$ cat config.mk
export PLATFORM = sky130hd
export DESIGN_NAME = readout_arbiter_flat
export DESIGN_NICKNAME = d
export VERILOG_FILES = /design/src/rtl/readout_arbiter_if.sv /design/src/rtl/readout_arbiter.sv /design/src/flat_wrapper.sv
export SDC_FILE = /design/constraint.sdc
export NUM_CORES = 1
export LEC_CHECK = 0
export CORE_ASPECT_RATIO = 1.75
export CORE_MARGIN = 4
export CORE_UTILIZATION = 27
export CTS_CLUSTER_DIAMETER = 60
export CTS_CLUSTER_SIZE = 8
export DETAILED_ROUTE_END_ITERATION = 10
export PLACE_DENSITY_LB_ADDON = 0.2
export SLEW_MARGIN = 20
export SYNTH_ARGS = -nofsm -noshare
export SYNTH_HDL_FRONTEND = slang
export SYNTH_SLANG_ARGS = --single-unit
$ cat constraint.sdc
create_clock -name clk -period 7.61 [get_ports clk]
set_input_delay 1.1415 -clock clk [delete_from_list [all_inputs] [get_ports clk]]
set_output_delay 1.1415 -clock clk [all_outputs]
set_load 0.1 [all_outputs]
$ cat src/rtl/readout_arbiter_if.sv
// Readout handshake bundle between trigger requesters, the arbiter and the
// command manager.
//   req_valid/req_empty      : requester -> arbiter, level request + empty-event tag
//   req_grant/req_done       : arbiter -> requester, one-cycle pulses
//   cm_readout_ready/done    : command manager -> arbiter
//   cm_initiate_readout,
//   cm_send_empty_event,
//   cm_source                : arbiter -> command manager
// The slave modport is the arbiter's view; master is the environment's view.
interface readout_arbiter_if #(
    parameter int unsigned NUM_REQ = 4,
    parameter int unsigned IDX_W   = 2
);
    logic [NUM_REQ-1:0] req_valid;
    logic [NUM_REQ-1:0] req_empty;
    logic [NUM_REQ-1:0] req_grant;
    logic [NUM_REQ-1:0] req_done;
    logic               cm_readout_ready;
    logic               cm_readout_done;
    logic               cm_initiate_readout;
    logic               cm_send_empty_event;
    logic [IDX_W-1:0]   cm_source;

    modport slave (
        input  req_valid, req_empty, cm_readout_ready, cm_readout_done,
        output req_grant, req_done, cm_initiate_readout, cm_send_empty_event, cm_source
    );

    modport master (
        output req_valid, req_empty, cm_readout_ready, cm_readout_done,
        input  req_grant, req_done, cm_initiate_readout, cm_send_empty_event, cm_source
    );
endinterface

$ cat src/rtl/readout_arbiter.sv
// Round-robin arbiter sharing the command manager's single readout path
// between NUM_REQ requesters, with a watchdog on each readout.
//   clk, reset_n        : clock, asynchronous active-low reset
//   bus (slave)         : request/grant/done and command-manager handshake
//   state               : one-hot FSM state (IDLE, ISSUE, WAIT_DONE, DONE, ERROR)
//   readout_count       : completed readouts, wrapping
//   error_timeout       : sticky, watchdog expired
//   error_spurious_done : sticky, cm_readout_done outside WAIT_DONE
module readout_arbiter #(
    parameter int unsigned NUM_REQ        = 4,
    parameter int unsigned IDX_W          = 2,
    parameter int unsigned TIMEOUT_CYCLES = 32'd125000000
) (
    input  logic              clk,
    input  logic              reset_n,
    readout_arbiter_if.slave  bus,
    output logic [4:0]        state,
    output logic [31:0]       readout_count,
    output logic              error_timeout,
    output logic              error_spurious_done
);
    localparam int unsigned WD_W  = 32;
    localparam int unsigned CNT_W = 32;

    typedef enum logic [4:0] {
        IDLE      = 5'b00001,
        ISSUE     = 5'b00010,
        WAIT_DONE = 5'b00100,
        DONE      = 5'b01000,
        ERROR     = 5'b10000
    } state_t;

    state_t             state_q;
    state_t             state_d;
    logic [IDX_W-1:0]   last_grant;
    logic [IDX_W-1:0]   win_idx;
    logic               win_empty;
    logic               win_found;
    int unsigned        cand;
    logic [NUM_REQ-1:0] cand_mask;
    logic [WD_W-1:0]    wd_q;
    logic [WD_W-1:0]    wd_d;

    assign state = state_q;

    // Round-robin search starting one past the last granted requester
    always_comb begin
        win_idx   = last_grant;
        win_empty = 1'b0;
        win_found = 1'b0;
        cand      = 0;
        cand_mask = '0;
        for (int unsigned i = 1; i <= NUM_REQ; i++) begin
            cand      = (32'(last_grant) + i) % NUM_REQ;
            cand_mask = NUM_REQ'(1) << cand;
            if (!win_found && (|(bus.req_valid & cand_mask))) begin
                win_found = 1'b1;
                win_idx   = IDX_W'(cand);
                win_empty = |(bus.req_empty & cand_mask);
            end
        end
    end

    // State register
    always_ff @(posedge clk or negedge reset_n) begin
        if (!reset_n) begin
            state_q <= IDLE;
            wd_q    <= '0;
        end else begin
            state_q <= state_d;
            wd_q    <= wd_d;
        end
    end

    // Next-state and watchdog; a done in the final watchdog cycle wins over the timeout
    always_comb begin
        state_d = state_q;
        wd_d    = wd_q;
        unique case (state_q)
            IDLE: begin
                if (bus.cm_readout_ready && win_found) state_d = ISSUE;
            end
            ISSUE: begin
                wd_d    = '0;
                state_d = WAIT_DONE;
            end
            WAIT_DONE: begin
                if (bus.cm_readout_done) begin
                    state_d = DONE;
                end else if ((TIMEOUT_CYCLES != 0) && (wd_q == WD_W'(TIMEOUT_CYCLES - 1))) begin
                    state_d = ERROR;
                end else begin
                    wd_d = wd_q + WD_W'(1);
                end
            end
            DONE:    state_d = IDLE;
            ERROR:   state_d = ERROR;
            default: state_d = IDLE;
        endcase
    end

    // Registered outputs, loaded from the state being entered so they align with it
    always_ff @(posedge clk or negedge reset_n) begin
        if (!reset_n) begin
            bus.req_grant           <= '0;
            bus.req_done            <= '0;
            bus.cm_initiate_readout <= 1'b0;
            bus.cm_send_empty_event <= 1'b0;
            bus.cm_source           <= '0;
            last_grant              <= IDX_W'(NUM_REQ - 1);
            readout_count           <= '0;
            error_timeout           <= 1'b0;
            error_spurious_done     <= 1'b0;
        end else begin
            bus.req_grant           <= (state_d == ISSUE) ? (NUM_REQ'(1) << win_idx) : '0;
            bus.req_done            <= (state_d == DONE) ? (NUM_REQ'(1) << bus.cm_source) : '0;
            bus.cm_initiate_readout <= (state_d == ISSUE);
            bus.cm_send_empty_event <= (state_d == ISSUE) && win_empty;
            if (state_d == ISSUE) begin
                bus.cm_source <= win_idx;
                last_grant    <= win_idx;
            end
            if (state_d == DONE) readout_count <= readout_count + CNT_W'(1);
            if (state_d == ERROR) error_timeout <= 1'b1;
            if (bus.cm_readout_done &&
                ((state_q == IDLE) || (state_q == ISSUE) || (state_q == DONE)))
                error_spurious_done <= 1'b1;
        end
    end
endmodule

$ cat src/flat_wrapper.sv
// flat-port wrapper written by rule: the top's interface ports become plain ports
module readout_arbiter_flat 
#(
    parameter int unsigned NUM_REQ        = 4,
    parameter int unsigned IDX_W          = 2,
    parameter int unsigned TIMEOUT_CYCLES = 32'd125000000
)
  (clk, reset_n, state, readout_count, error_timeout, error_spurious_done, bus_req_valid, bus_req_empty, bus_cm_readout_ready, bus_cm_readout_done, bus_req_grant, bus_req_done, bus_cm_initiate_readout, bus_cm_send_empty_event, bus_cm_source);
  readout_arbiter_if #(.NUM_REQ(NUM_REQ), .IDX_W(IDX_W)) bus_i ();
  input  logic clk;
  input  logic reset_n;
  output logic [4:0] state;
  output logic [31:0] readout_count;
  output logic error_timeout;
  output logic error_spurious_done;
  input wire logic [$bits(bus_i.req_valid)-1:0] bus_req_valid;
  input wire logic [$bits(bus_i.req_empty)-1:0] bus_req_empty;
  input wire logic [$bits(bus_i.cm_readout_ready)-1:0] bus_cm_readout_ready;
  input wire logic [$bits(bus_i.cm_readout_done)-1:0] bus_cm_readout_done;
  output wire logic [$bits(bus_i.req_grant)-1:0] bus_req_grant;
  output wire logic [$bits(bus_i.req_done)-1:0] bus_req_done;
  output wire logic [$bits(bus_i.cm_initiate_readout)-1:0] bus_cm_initiate_readout;
  output wire logic [$bits(bus_i.cm_send_empty_event)-1:0] bus_cm_send_empty_event;
  output wire logic [$bits(bus_i.cm_source)-1:0] bus_cm_source;
  assign bus_i.req_valid = bus_req_valid;
  assign bus_i.req_empty = bus_req_empty;
  assign bus_i.cm_readout_ready = bus_cm_readout_ready;
  assign bus_i.cm_readout_done = bus_cm_readout_done;
  assign bus_req_grant = bus_i.req_grant;
  assign bus_req_done = bus_i.req_done;
  assign bus_cm_initiate_readout = bus_i.cm_initiate_readout;
  assign bus_cm_send_empty_event = bus_i.cm_send_empty_event;
  assign bus_cm_source = bus_i.cm_source;
  readout_arbiter #(.NUM_REQ(NUM_REQ), .IDX_W(IDX_W), .TIMEOUT_CYCLES(TIMEOUT_CYCLES)) u_core (.clk(clk), .reset_n(reset_n), .bus(bus_i), .state(state), .readout_count(readout_count), .error_timeout(error_timeout), .error_spurious_done(error_spurious_done));
endmodule
==> results_tabular.tex <==
\begin{tabular}{lr}
\hline
Metric & Value \\
\hline
\multicolumn{2}{l}{\textbf{Outcome}} \\
Status & finished, final reports clean \\
\multicolumn{2}{l}{\textbf{Synth}} \\
Post-Syn Nets & 463 \\
Part of the Yosys area used for sequential elements & 0.491 \\
Share of synthesized area spent on multiplexers & 0.0147 \\
Post-synthesis average cell area & 9.76 um2 \\
Number of distinct library cells after synthesis & 54 \\
Area fraction in compound gates after synthesis & 0.0847 \\
Ys Warns & 0 \\
Share of async-settable or async-resettable flops after synthesis & 1.00 \\
Leading post-synthesis cells by cell area & sky130\_fd\_sc\_hd\_\_dfrtp\_1, sky130\_fd\_sc\_hd\_\_xnor2\_1, sky130\_fd\_sc\_hd\_\_nand2\_1 \\
Largest area contributor in the synthesized netlist & sky130\_fd\_sc\_hd\_\_dfrtp\_1 \\
Top FF cell, synth & sky130\_fd\_sc\_hd\_\_dfrtp\_1 \\
Top cell type's share of synthesized area & 0.473 \\
Post-Synthesis Cells & 445 \\
Netlist area before placement & 4340 um2 \\
Area share of xor/xnor cells in the synthesized design & 0.105 \\
Share of synthesized cell area in and, or, nand and nor gates & 0.258 \\
Adder and majority cell fraction of the synthesized area & 0.0173 \\
Combinational family with the most area after synthesis & simple AND/OR/NAND/NOR gates \\
Seq cells post-synth & 85 \\
Number of enable flip-flop cells after synthesis & 0 \\
\multicolumn{2}{l}{\textbf{Routing}} \\
Number of DRC markers in iteration 0 & 166 \\
Per-cell routed wire length & 15.7 um \\
Final routed DRC violation total & 0 \\
Number of routed nets with antenna violations & 0 \\
WL final & 10,900 um \\
DR vias/cell & 5.04 \\
Count of TritonRoute iterations in the first routing pass & 4 \\
Number of vias after detailed routing & 3,509 \\
\multicolumn{2}{l}{\textbf{Critical path}} \\
Worst endpoint required time & 6470 ps \\
Slowest library cell on the worst path & sky130\_fd\_sc\_hd\_\_clkdlybuf4s50\_1 \\
Top fanout value on the critical path & 10 \\
Critical path type & reg -> out \\
Biggest cell delay along the critical path & 1220 ps \\
Kind of start point of the critical path & flip-flop \\
CP Data Arrival Time & 2110 ps \\
Kind of end point of the critical path & output port \\
Count of buffering cells on the critical path with inverters included & 1 \\
Cell chain of the critical path & clkdlybuf4s50\_1 \\
Family with the most delay on the worst path & buffers and inverters \\
\multicolumn{2}{l}{\textbf{Placement}} \\
Total cell area at the placement stage & 5140 um2 \\
RD Place Congestion & 0.816 \\
Port-buffer cells & 62 \\
Hpwl dp & 8050 um \\
Worst setup slack after placement & 4170 ps \\
\multicolumn{2}{l}{\textbf{Finish}} \\
Share of cells above drive strength 1 & 0.0690 \\
Area of all placed cells without fillers & 5460 um2 \\
Net total in the final layout & 520 \\
\# fillers & 1,635 \\
Most used cells in the layout excluding fill and tap cells & sky130\_fd\_sc\_hd\_\_dfrtp\_1, sky130\_fd\_sc\_hd\_\_clkdlybuf4s50\_1, sky130\_fd\_sc\_hd\_\_nand2\_1 \\
Layout Area Growth over Synthesis & 25.8\% \\
ANT cells & 0 \\
Most frequent standard cell in the layout excluding fill and tap cells & sky130\_fd\_sc\_hd\_\_dfrtp\_1 \\
\multicolumn{2}{l}{\textbf{Global routing}} \\
GRT Residual Overflow & 0 \\
Total GRT Usage & 0.128 \\
Vias in the first global route & 3,751 \\
Initial antenna violation count & 0 \\
Maximum number of pins on one net before global-route repair & 67 \\
Wire length of the first global-routing pass & 19,000 um \\
\multicolumn{2}{l}{\textbf{CTS}} \\
PostCTS Resize Cnt & 0 \\
Number of buffers inserted to repair setup after CTS & 0 \\
Hold buffer count at cts & 0 \\
Clock H-tree levels & 3 \\
Clock insertion delay at the later pin of the skew report & 340 ps \\
Clock Pin Slew Worst Setup and Hold Paths & 60 ps \\
CTS root buf & sky130\_fd\_sc\_hd\_\_clkbuf\_16 \\
Largest buffer count on any clock path & 2 \\
CTS tree & built \\
Sink Count & 85 \\
Inserted Clock Buffers & 9 \\
\multicolumn{2}{l}{\textbf{Pwr}} \\
Cell area power density & 315 nW/um2 \\
Worst ir drop on vdd & 248 uV \\
Leakage power & 2.34 nW \\
Fraction of power spent switching nets & 0.427 \\
Power share of the sequential group & 0.340 \\
Clock network fraction of total power & 0.269 \\
Switching power of the nets & 734 uW \\
Int Pwr & 985 uW \\
Overall power of the completed layout & 1.72 mW \\
Power share of the combinational group & 0.391 \\
\multicolumn{2}{l}{\textbf{STA}} \\
Worst Max-Slew Pin Slew & 994 ps \\
Final count of negative-setup-slack endpoints & 0 \\
Final worst slack & 4360 ps \\
Tightest slew margin relative to the limit & 0.331 \\
Aggregate negative setup slack & 0 ps \\
Achievable frequency & 308 MHz \\
Unrepaired setup endpoints after global routing & no \\
Final hold viol count & 0 \\
Pins over their slew limit & 0 \\
Period minus WS final & 3250 ps \\
Clock skew & 7.28 ps \\
Period utilization & 0.427 \\
\multicolumn{2}{l}{\textbf{Die}} \\
Area of the die & 18,300 um2 \\
Boundary pin count & 63 \\
Area of the core & 15,900 um2 \\
Die width & 104 um \\
Die Y-Extent & 176 um \\
Number of core rows & 61 \\
Initial standard-cell utilization of the core & 0.273 \\
\multicolumn{2}{l}{\textbf{Worst hold path}} \\
Type of the most critical hold path & reg -> reg \\
\multicolumn{2}{l}{\textbf{Job}} \\
Number of maximum-capacitance constraint violations & 0 \\
\hline
\end{tabular}
## power by group through the flow
stage               clock network (mW)  logic (mW)  registers, mW
floorplan                            0       0.294          0.809
global placement                     0       0.667          0.593
detailed placement                   0       0.678          0.594
CTS                              0.484       0.680          0.586
global route                     0.498       0.735          0.596
finish                           0.462       0.673          0.585
## Yosys cell counts, types with 3 or more instances
cell,n
sky130_fd_sc_hd__a21o_1,7
sky130_fd_sc_hd__a21oi_1,7
sky130_fd_sc_hd__a22oi_1,16
sky130_fd_sc_hd__a31oi_1,3
sky130_fd_sc_hd__and2_1,6
sky130_fd_sc_hd__and3_1,16
sky130_fd_sc_hd__and4_1,6
sky130_fd_sc_hd__buf_2,3
sky130_fd_sc_hd__clkbuf_1,15
sky130_fd_sc_hd__dfrtp_1,82
sky130_fd_sc_hd__dfstp_2,3
sky130_fd_sc_hd__ha_1,6
sky130_fd_sc_hd__inv_1,11
sky130_fd_sc_hd__mux2_2,3
sky130_fd_sc_hd__mux2i_1,3
sky130_fd_sc_hd__nand2_1,50
sky130_fd_sc_hd__nand2b_1,3
sky130_fd_sc_hd__nand3_1,28
sky130_fd_sc_hd__nand4_1,14
sky130_fd_sc_hd__nor2_1,37
sky130_fd_sc_hd__nor3_1,16
sky130_fd_sc_hd__nor4_1,9
sky130_fd_sc_hd__nor4b_1,6
sky130_fd_sc_hd__o21ai_0,5
sky130_fd_sc_hd__or3_1,5
sky130_fd_sc_hd__or4_1,4
sky130_fd_sc_hd__xnor2_1,42
sky130_fd_sc_hd__xor2_1,10
## registers in the layout, summed over array words and instances (netlist names)
| register | count |
|---|---|
| u_core.error_timeout | 1 |
| u_core.state | 5 |
| u_core.wd_q | 32 |
| u_core.bus.req_done | 4 |
| u_core.bus.req_grant | 4 |
| u_core.bus.cm_send_empty_event | 1 |
| u_core.bus.cm_source | 2 |
| u_core.bus.cm_initiate_readout | 1 |
| u_core.error_spurious_done | 1 |
| u_core.readout_count | 32 |
| u_core.last_grant | 2 |
## metal layers
layer / GRT usage / vias to the layer above / share of wire
li1: - / 1685 / -
met1: 0.136 / 1709 / 0.39
met2: 0.241 / 91 / 0.55
met3: 0.0195 / 24 / 0.031
met4: 0.0632 / 0 / 0.031
met5: 0 / - / 0
## path summary, 6_finish.rpt
check                                                start                          to  slack (ps)  depth (start not counted)
worst max-delay path                       u_core.state[4]                    state[4]        4360                          1
worst max register to register              u_core.wd_q[0]             u_core.wd_q[14]        4750                          7
worst min-delay path            u_core.error_spurious_done  u_core.error_spurious_done         480                          1
max in group asynchronous                          reset_n    u_core.readout_count[28]        5790                          2
worst min register to register  u_core.error_spurious_done  u_core.error_spurious_done         480                          1
min in group asynchronous                          reset_n     u_core.bus.req_grant[0]         660                          1
## cells by family after synthesis
| kind of cell | after synthesis |
|---|---|
| AOI/OAI and AO/OA | 52 |
| xor gates and xnor gates | 52 |
| adders and majority gates | 6 |
| buffers and inverters | 31 |
| DFF | 85 |
| muxes | 6 |
| and+or+nand+nor | 213 |
## per-stage QoR
stage | std cells | utilization | hold WS, ps
after floorplan | 445 | - | 503
final | 696 | 0.344 | 478
after detailed placement | 680 | 0.324 | 455
after global placement | 680 | 0.324 | 463
after CTS | 696 | 0.344 | 479
after global routing | 696 | 0.344 | 504
## final cells by class
class,count,area (um2),share of cell area
clock buffer,10,239,0.0438
clock inverter,6,81.3,0.0149
inverter,11,41.3,0.00756
multi-input combinational,329,2080,0.382
sequential,85,2130,0.390
tap,189,236,0.0433
timing repair buffer,66,648,0.119
(Power assumes the default switching activity.)
